--- config.mk ---
export PLATFORM = sky130hd
export DESIGN_NAME = uart_frame_decoder
export DESIGN_NICKNAME = d
export VERILOG_FILES = /design/src/rtl/uart_pkg.sv /design/src/rtl/frame_buf.sv /design/src/rtl/uart_frame_decoder.sv
export SDC_FILE = /design/constraint.sdc
export NUM_CORES = 1
export LEC_CHECK = 0
export ABC_AREA = 1
export ABC_CLOCK_PERIOD_IN_PS = 2600
export CAP_MARGIN = 20
export CORE_MARGIN = 2
export CORE_UTILIZATION = 55
export CTS_BUF_LIST = sky130_fd_sc_hd__clkbuf_4 sky130_fd_sc_hd__clkbuf_8
export CTS_CLUSTER_DIAMETER = 50
export DETAILED_ROUTE_END_ITERATION = 7
export GPL_TIMING_DRIVEN = 0
export PLACE_DENSITY = 0.74
export SETUP_SLACK_MARGIN = 0.1
export SLEW_MARGIN = 20
export SYNTH_ARGS = -nofsm -noshare
export SYNTH_HDL_FRONTEND = slang
export SYNTH_SLANG_ARGS = --single-unit
--- constraint.sdc ---
create_clock -name clk -period 2.6 [get_ports clk]
set_input_delay 0.26 -clock clk [delete_from_list [all_inputs] [get_ports clk]]
set_output_delay 0.26 -clock clk [all_outputs]
set_load 0.02 [all_outputs]
--- src/rtl/uart_pkg.sv ---
// Shared UART definitions: frame decoder state encoding, default start-of-frame
// marker and the bit-period helper used to size the inter-byte timeout.
package uart_pkg;

  typedef enum logic [2:0] {
    HUNT    = 3'd0,
    CMD     = 3'd1,
    LEN     = 3'd2,
    PAYLOAD = 3'd3,
    CHKB    = 3'd4,
    HOLD    = 3'd5
  } frame_state_t;

  localparam logic [7:0] SOF_DEFAULT = 8'hA5;

  // Number of clk cycles in one UART bit time.
  function automatic int clks_per_bit(input int freq, input int baud);
    return freq / baud;
  endfunction

endpackage

--- src/rtl/frame_buf.sv ---
// Payload buffer: DEPTH x 8 simple dual-port RAM, synchronous write,
// registered read (one cycle of latency from rd_addr_i to rd_data_o).
module frame_buf #(
  parameter int DEPTH = 16,
  parameter int AW    = 4
) (
  input  logic          clk,
  input  logic          rst_n,
  input  logic          wr_en_i,
  input  logic [AW-1:0] wr_addr_i,
  input  logic [7:0]    wr_data_i,
  input  logic [AW-1:0] rd_addr_i,
  output logic [7:0]    rd_data_o
);

  logic [7:0] mem_q [DEPTH];
  logic [7:0] rd_data_q;

  // Write port: payload bytes land here while a frame is being assembled.
  // NOTE: the array has no reset so synthesis can map it onto RAM primitives;
  // only the read register below is cleared.
  always_ff @(posedge clk) begin
    if (wr_en_i) begin
      mem_q[wr_addr_i] <= wr_data_i;
    end
  end

  // Read port: registered so o_rd_data is 0 out of reset and 1 cycle behind the address.
  always_ff @(posedge clk) begin
    if (!rst_n) begin
      rd_data_q <= 8'h00;
    end else begin
      rd_data_q <= mem_q[rd_addr_i];
    end
  end

  assign rd_data_o = rd_data_q;

endmodule

--- src/rtl/uart_frame_decoder.sv ---
// Assembles SOF/CMD/LEN/payload/CHK frames from UART byte strobes, checks the
// XOR checksum, holds one good frame for the command layer and flags bad,
// oversized, stalled and overrun traffic with single-cycle pulses.
module uart_frame_decoder
  import uart_pkg::*;
#(
  parameter int         FPGA_clk_freq = 50000000,
  parameter int         baudrate      = 115200,
  parameter int         MAX_LEN       = 16,
  parameter logic [7:0] SOF_BYTE      = SOF_DEFAULT,
  parameter int         TIMEOUT_BITS  = 30,
  localparam int        LW            = $clog2(MAX_LEN + 1),
  localparam int        AW            = (MAX_LEN > 1) ? $clog2(MAX_LEN) : 1
) (
  input  logic          clk,
  input  logic          rst_n,
  input  logic          i_rx_dv,
  input  logic [7:0]    i_rx_byte,
  output logic          o_frm_valid,
  input  logic          i_frm_ready,
  output logic [7:0]    o_frm_cmd,
  output logic [LW-1:0] o_frm_len,
  input  logic [AW-1:0] i_rd_addr,
  output logic [7:0]    o_rd_data,
  output logic          o_err_chk,
  output logic          o_err_len,
  output logic          o_err_tmo,
  output logic          o_overrun
);

  localparam int TMO_CLKS = TIMEOUT_BITS * clks_per_bit(FPGA_clk_freq, baudrate);
  localparam int CW       = (TMO_CLKS > 1) ? $clog2(TMO_CLKS) : 1;

  frame_state_t  state_q, state_d;
  logic [7:0]    cmd_q, cmd_d;
  logic [LW-1:0] len_q, len_d;
  logic [LW-1:0] idx_q, idx_d;
  logic [7:0]    chk_q, chk_d;
  logic [CW-1:0] cnt_q, cnt_d;
  logic          frm_valid_q, frm_valid_d;
  logic [7:0]    frm_cmd_q, frm_cmd_d;
  logic [LW-1:0] frm_len_q, frm_len_d;
  logic          err_chk_q, err_chk_d;
  logic          err_len_q, err_len_d;
  logic          err_tmo_q, err_tmo_d;
  logic          overrun_q, overrun_d;
  logic          buf_wr_en;

  logic counting;
  logic tmo_hit;
  logic rx;

  // The timeout only runs while a frame is partially received; when it fires
  // it takes priority and any byte strobe in the same cycle is discarded.
  assign counting = (state_q == CMD) || (state_q == LEN) ||
                    (state_q == PAYLOAD) || (state_q == CHKB);
  assign tmo_hit  = counting && (cnt_q == CW'(TMO_CLKS - 1));
  assign rx       = i_rx_dv && !tmo_hit;

  // State register.
  // NOTE: every clocked block uses non-blocking assignments so all registers
  // update from the same pre-edge values regardless of block ordering.
  always_ff @(posedge clk) begin
    if (!rst_n) begin
      state_q <= HUNT;
    end else begin
      state_q <= state_d;
    end
  end

  // Next-state logic: frame parsing, with timeout abort and illegal-state recovery.
  always_comb begin
    // NOTE: default assignment first so no path leaves state_d unassigned and
    // no latch is inferred.
    state_d = state_q;
    if (tmo_hit) begin
      state_d = HUNT;
    end else begin
      unique case (state_q)
        HUNT:    if (rx && (i_rx_byte == SOF_BYTE)) state_d = CMD;
        CMD:     if (rx) state_d = LEN;
        LEN: begin
          if (rx) begin
            if (i_rx_byte > 8'(MAX_LEN))  state_d = HUNT;
            else if (i_rx_byte == 8'h00)  state_d = CHKB;
            else                          state_d = PAYLOAD;
          end
        end
        PAYLOAD: if (rx && (idx_q == len_q - LW'(1))) state_d = CHKB;
        CHKB: begin
          if (rx) state_d = (i_rx_byte == chk_q) ? HOLD : HUNT;
        end
        HOLD:    if (i_frm_ready) state_d = HUNT;
        default: state_d = HUNT;
      endcase
    end
  end

  // Datapath next values: capture fields, accumulate checksum, raise flag pulses.
  always_comb begin
    cmd_d       = cmd_q;
    len_d       = len_q;
    idx_d       = idx_q;
    chk_d       = chk_q;
    frm_valid_d = frm_valid_q;
    frm_cmd_d   = frm_cmd_q;
    frm_len_d   = frm_len_q;
    err_chk_d   = 1'b0;
    err_len_d   = 1'b0;
    err_tmo_d   = tmo_hit;
    overrun_d   = 1'b0;
    buf_wr_en   = 1'b0;
    cnt_d       = (counting && !i_rx_dv && !tmo_hit) ? cnt_q + CW'(1) : '0;

    unique case (state_q)
      CMD: begin
        if (rx) begin
          cmd_d = i_rx_byte;
          chk_d = i_rx_byte;
        end
      end
      LEN: begin
        if (rx) begin
          if (i_rx_byte > 8'(MAX_LEN)) begin
            err_len_d = 1'b1;
          end else begin
            len_d = i_rx_byte[LW-1:0];
            chk_d = chk_q ^ i_rx_byte;
            idx_d = '0;
          end
        end
      end
      PAYLOAD: begin
        if (rx) begin
          buf_wr_en = 1'b1;
          chk_d     = chk_q ^ i_rx_byte;
          idx_d     = idx_q + LW'(1);
        end
      end
      CHKB: begin
        if (rx) begin
          if (i_rx_byte == chk_q) begin
            frm_valid_d = 1'b1;
            frm_cmd_d   = cmd_q;
            frm_len_d   = len_q;
          end else begin
            err_chk_d = 1'b1;
          end
        end
      end
      HOLD: begin
        overrun_d = i_rx_dv;
        if (i_frm_ready) frm_valid_d = 1'b0;
      end
      default: ;
    endcase
  end

  // Datapath registers.
  always_ff @(posedge clk) begin
    if (!rst_n) begin
      cmd_q       <= 8'h00;
      len_q       <= '0;
      idx_q       <= '0;
      chk_q       <= 8'h00;
      cnt_q       <= '0;
      frm_valid_q <= 1'b0;
      frm_cmd_q   <= 8'h00;
      frm_len_q   <= '0;
      err_chk_q   <= 1'b0;
      err_len_q   <= 1'b0;
      err_tmo_q   <= 1'b0;
      overrun_q   <= 1'b0;
    end else begin
      cmd_q       <= cmd_d;
      len_q       <= len_d;
      idx_q       <= idx_d;
      chk_q       <= chk_d;
      cnt_q       <= cnt_d;
      frm_valid_q <= frm_valid_d;
      frm_cmd_q   <= frm_cmd_d;
      frm_len_q   <= frm_len_d;
      err_chk_q   <= err_chk_d;
      err_len_q   <= err_len_d;
      err_tmo_q   <= err_tmo_d;
      overrun_q   <= overrun_d;
    end
  end

  frame_buf #(
    .DEPTH(MAX_LEN),
    .AW   (AW)
  ) u_frame_buf (
    .clk      (clk),
    .rst_n    (rst_n),
    .wr_en_i  (buf_wr_en),
    .wr_addr_i(idx_q[AW-1:0]),
    .wr_data_i(i_rx_byte),
    .rd_addr_i(i_rd_addr),
    .rd_data_o(o_rd_data)
  );

  assign o_frm_valid = frm_valid_q;
  assign o_frm_cmd   = frm_cmd_q;
  assign o_frm_len   = frm_len_q;
  assign o_err_chk   = err_chk_q;
  assign o_err_len   = err_len_q;
  assign o_err_tmo   = err_tmo_q;
  assign o_overrun   = overrun_q;

endmodule

==> results.md <==
* Status: completed
* Die width at 127 microns
* Vias at 6250
* Crit path capture type: flip-flop
* Final setup viols at 0
* Total stage count of the critical path at 7
* Skew-Pair Late Insertion Delay at 0.47 ns
* DP HPWL at 13100 microns
* Reg2reg end: u_frame_buf.mem_q[11][5]
* CP Data Required Time at 2.71 ns
* Routed Antenna Nets at 0
* Critical Path Fanout Max at 8
* DRC errors left at 0
* Primary FF master, synth: edfxtp_1
* Die area at 16000 sq um
* Critical path type: flip-flop to flip-flop
* First-pass GRT wire length at 31300 microns
* Fmax at 0.418 GHz
* Mapped Area at 8250 sq um
* Synth Instances at 827
* Most frequent cells in the layout: 156 x nor2_1, 128 x edfxtp_1, 121 x nand2_1
* DR WL/cell at 18.5 microns
* Sequential share of the synthesized area at 63.3%
* Port bufs at 37
* Post-CTS Setup Repair Bufs at 0
* Synth warn at 0
* Final Max Slew Viols at 0
* Avg Inst Size Synth at 9.98 sq um
* Leak Pwr at 0.00317 uW
* Final Hold Fails at 0
* Sink Count at 197
* Switching Fraction at 26.0%
* Final Wtd Congestion at 0.887
* Max VDD drop at 0.402 mV
* R2r setup slk at 0.21 ns
* Slew headroom at 30.4%
* Critical Path Max Stage Delay at 0.47 ns
* Synth Net Count at 849
* Initial drt markers at 676
* Die Span Y at 127 microns
* Worst r2r src: state_q[2]
* Worst-Margin Slew at 1.04 ns
* #FFs+latches synth at 197
* Inst Count DP at 1048
* DR vias/cell at 5.79
* Non-Filler Cell Area, Final at 9310 sq um
* Final clock skew at 0.0106 ns
* Row Count at 44
* Crit path DAT at 2.51 ns
* Power share of the sequential group at 56.0%
* Final std cells w/o fill at 1080
* Initial antenna violation count at 0
* Core Area at 14600 sq um
* Tcrit/Tclk final at 92.1%
* Crit path max-delay family: simple AND/OR/NAND/NOR gates
* 1st-pass router iterations at 6
* FF-to-FF path depth at 7
* Post-synth EDFFs at 128
* CP bufs+invs at 2
* Hold Path Class: input pin to flip-flop
* Max-cap violations at 0
* H-tree depth at 4
* ANT cells at 0
* Clk pwr share at 30.9%
* Crit path from: state_q[2]
* Yosys cell types at 37
* Overall routing resource usage at 25.4%
* Internal power at 4650 uW
* Number of global-route vias before repair at 6062
* Startpoint types: flip-flop
* Slowest library cell on the worst path: nor2_2
* Final setup TNS at 0 ns
* I/O pin total at 42
* Cell breakdown of the critical path: inv_1 > nand2_1 > nor2_1 > inv_1 > nor2_1 > nand2_1 > nor2_2
* Fillers at 1137
* Most common cell after layout, fill and taps aside: nor2_1
* Placed Area at 8850 sq um
* RSZ-0062 raised after global routing: yes
* FFs w/ async S/R, synth at 0%
* CTS Hold Bufs at 0
* Total gr overflow at 0
* Largest net degree at the start of global routing at 23
* Comb pwr share at 13.1%
* CTS tree: built
* Switching power at 1630 uW
* Clock-pin slew on the worst setup and hold paths at 0.09 ns
* Initial Utilization at 56.6%
* Clk buf depth at 2
* Min Tclk post-route at 2.39 ns
* DRT Wirelength at 20000 microns
* Area Growth Syn to Fin at 12.8%
* Total Nets Final at 905
* Setup crit end: u_frame_buf.mem_q[11][5]
* Fraction of layout cells with a size suffix above 1 at 8.93%
* Cell Pwr Density at 675 nW/um^2
* Root Driver: clkbuf_8
* CTS buffer count at 17
## worst min path at each step
stage	slack, ns	cells after the start	startpoint	end
after floorplan	0.36	0	i_rx_byte[0]	u_frame_buf.mem_q[0][0]
after global placement	0.42	1	cnt_q[0]	cnt_q[0]
after detailed placement	0.44	1	cnt_q[0]	cnt_q[0]
after CTS	0.06	3	rst_n	cmd_q[7]
after global routing	0.08	3	rst_n	cmd_q[7]
final	0.08	3	rst_n	cmd_q[7]
## cells by family (layout without fill, tap and decap cells)
family	after synthesis	after routing	synth area share, %
buffers and inverters	91	160	4.68
XOR/XNOR	14	14	1.58
adder cells (fa/ha/maj)	6	6	0.909
AO/OA/AOI/OAI	170	170	12.1
AND/OR/NAND/NOR	349	349	17.5
flip-flops	197	197	63.3
## registers in the layout (all words and copies together) (netlist names)
name                   flops
o_overrun                  1
cnt_q                     14
cmd_q                      8
o_err_tmo                  1
o_err_len                  1
o_frm_cmd                  8
chk_q                      8
u_frame_buf.rd_data_o      8
u_frame_buf.mem_q        128
state_q                    3
o_err_chk                  1
idx_q                      5
len_q                      5
o_frm_valid                1
o_frm_len                  5
## worst reg2reg max path, cell delays in order, from the launching register on
cell     delay, ns
dfxtp_1       0.36
inv_1         0.12
nand2_1       0.13
nor2_1        0.28
inv_1         0.12
nor2_1        0.28
nand2_1       0.28
nor2_2        0.47
## per-layer routing
layer / part of all wire, % / GRT usage [%]
met4: 3.5 / 12.3
met2: 48 / 41.9
met1: 41 / 32.2
met3: 8.1 / 5.31
met5: 0 / 0
## cell type report
cell class	instances	area (sq um)	share of cell area (%)
Multi-Input combinational cell	539	2700	29.0
Tap cell	184	230	2.47
Sequential cell	197	5230	56.1
Clock inverter	7	67.6	0.725
Inverter	55	206	2.22
Clock buffer	25	332	3.56
Buffer	36	180	1.93
Timing Repair Buffer	37	375	4.03
## power groups by stage
stage | clock, uW | combinational (uW) | sequential [uW]
global route | 2070 | 912 | 3530
global placement | 0 | 780 | 3580
CTS | 1950 | 815 | 3520
detailed placement | 0 | 810 | 3590
floorplan | 0 | 547 | 3590
finish | 1940 | 826 | 3520
## stage by stage
| step | util [%] | hold WS (ns) | setup slack [ns] | total power, uW |
|---|---|---|---|---|
| after floorplan | - | 0.359 | 0.667 | 4140 |
| after detailed placement | 60.7 | 0.444 | -0.272 | 4400 |
| after global routing | 63.8 | 0.0795 | -0.0282 | 6510 |
| after CTS | 63.5 | 0.0640 | 0.0440 | 6290 |
| after global placement | 60.7 | 0.425 | -0.180 | 4360 |
| final | 63.8 | 0.0799 | 0.206 | 6280 |
## synthesized netlist by cell type (4+ instances only)
library cell	instances	area share [%]
nor2_1	172	7.8
edfxtp_1	128	47
nand2_1	121	5.5
o21ai_0	81	4.9
dfxtp_1	69	17
inv_1	52	2.4
a21oi_1	40	2.4
nand3_1	24	1.5
clkbuf_1	22	1.0
o221ai_1	22	2.3
nor3_1	14	0.85
o211ai_1	10	0.91
o22ai_1	10	0.76
xor2_1	9	0.96
ha_1	6	0.91
buf_1	5	0.23
xnor2_1	4	0.42
## repair_timing
action | 4_1_cts | 5_1_grt
setup endpoints to repair | 63 | 136
cloned | 0 | 0
gates resized for setup | 6 | 15
Power figures use the tool's default switching activity.
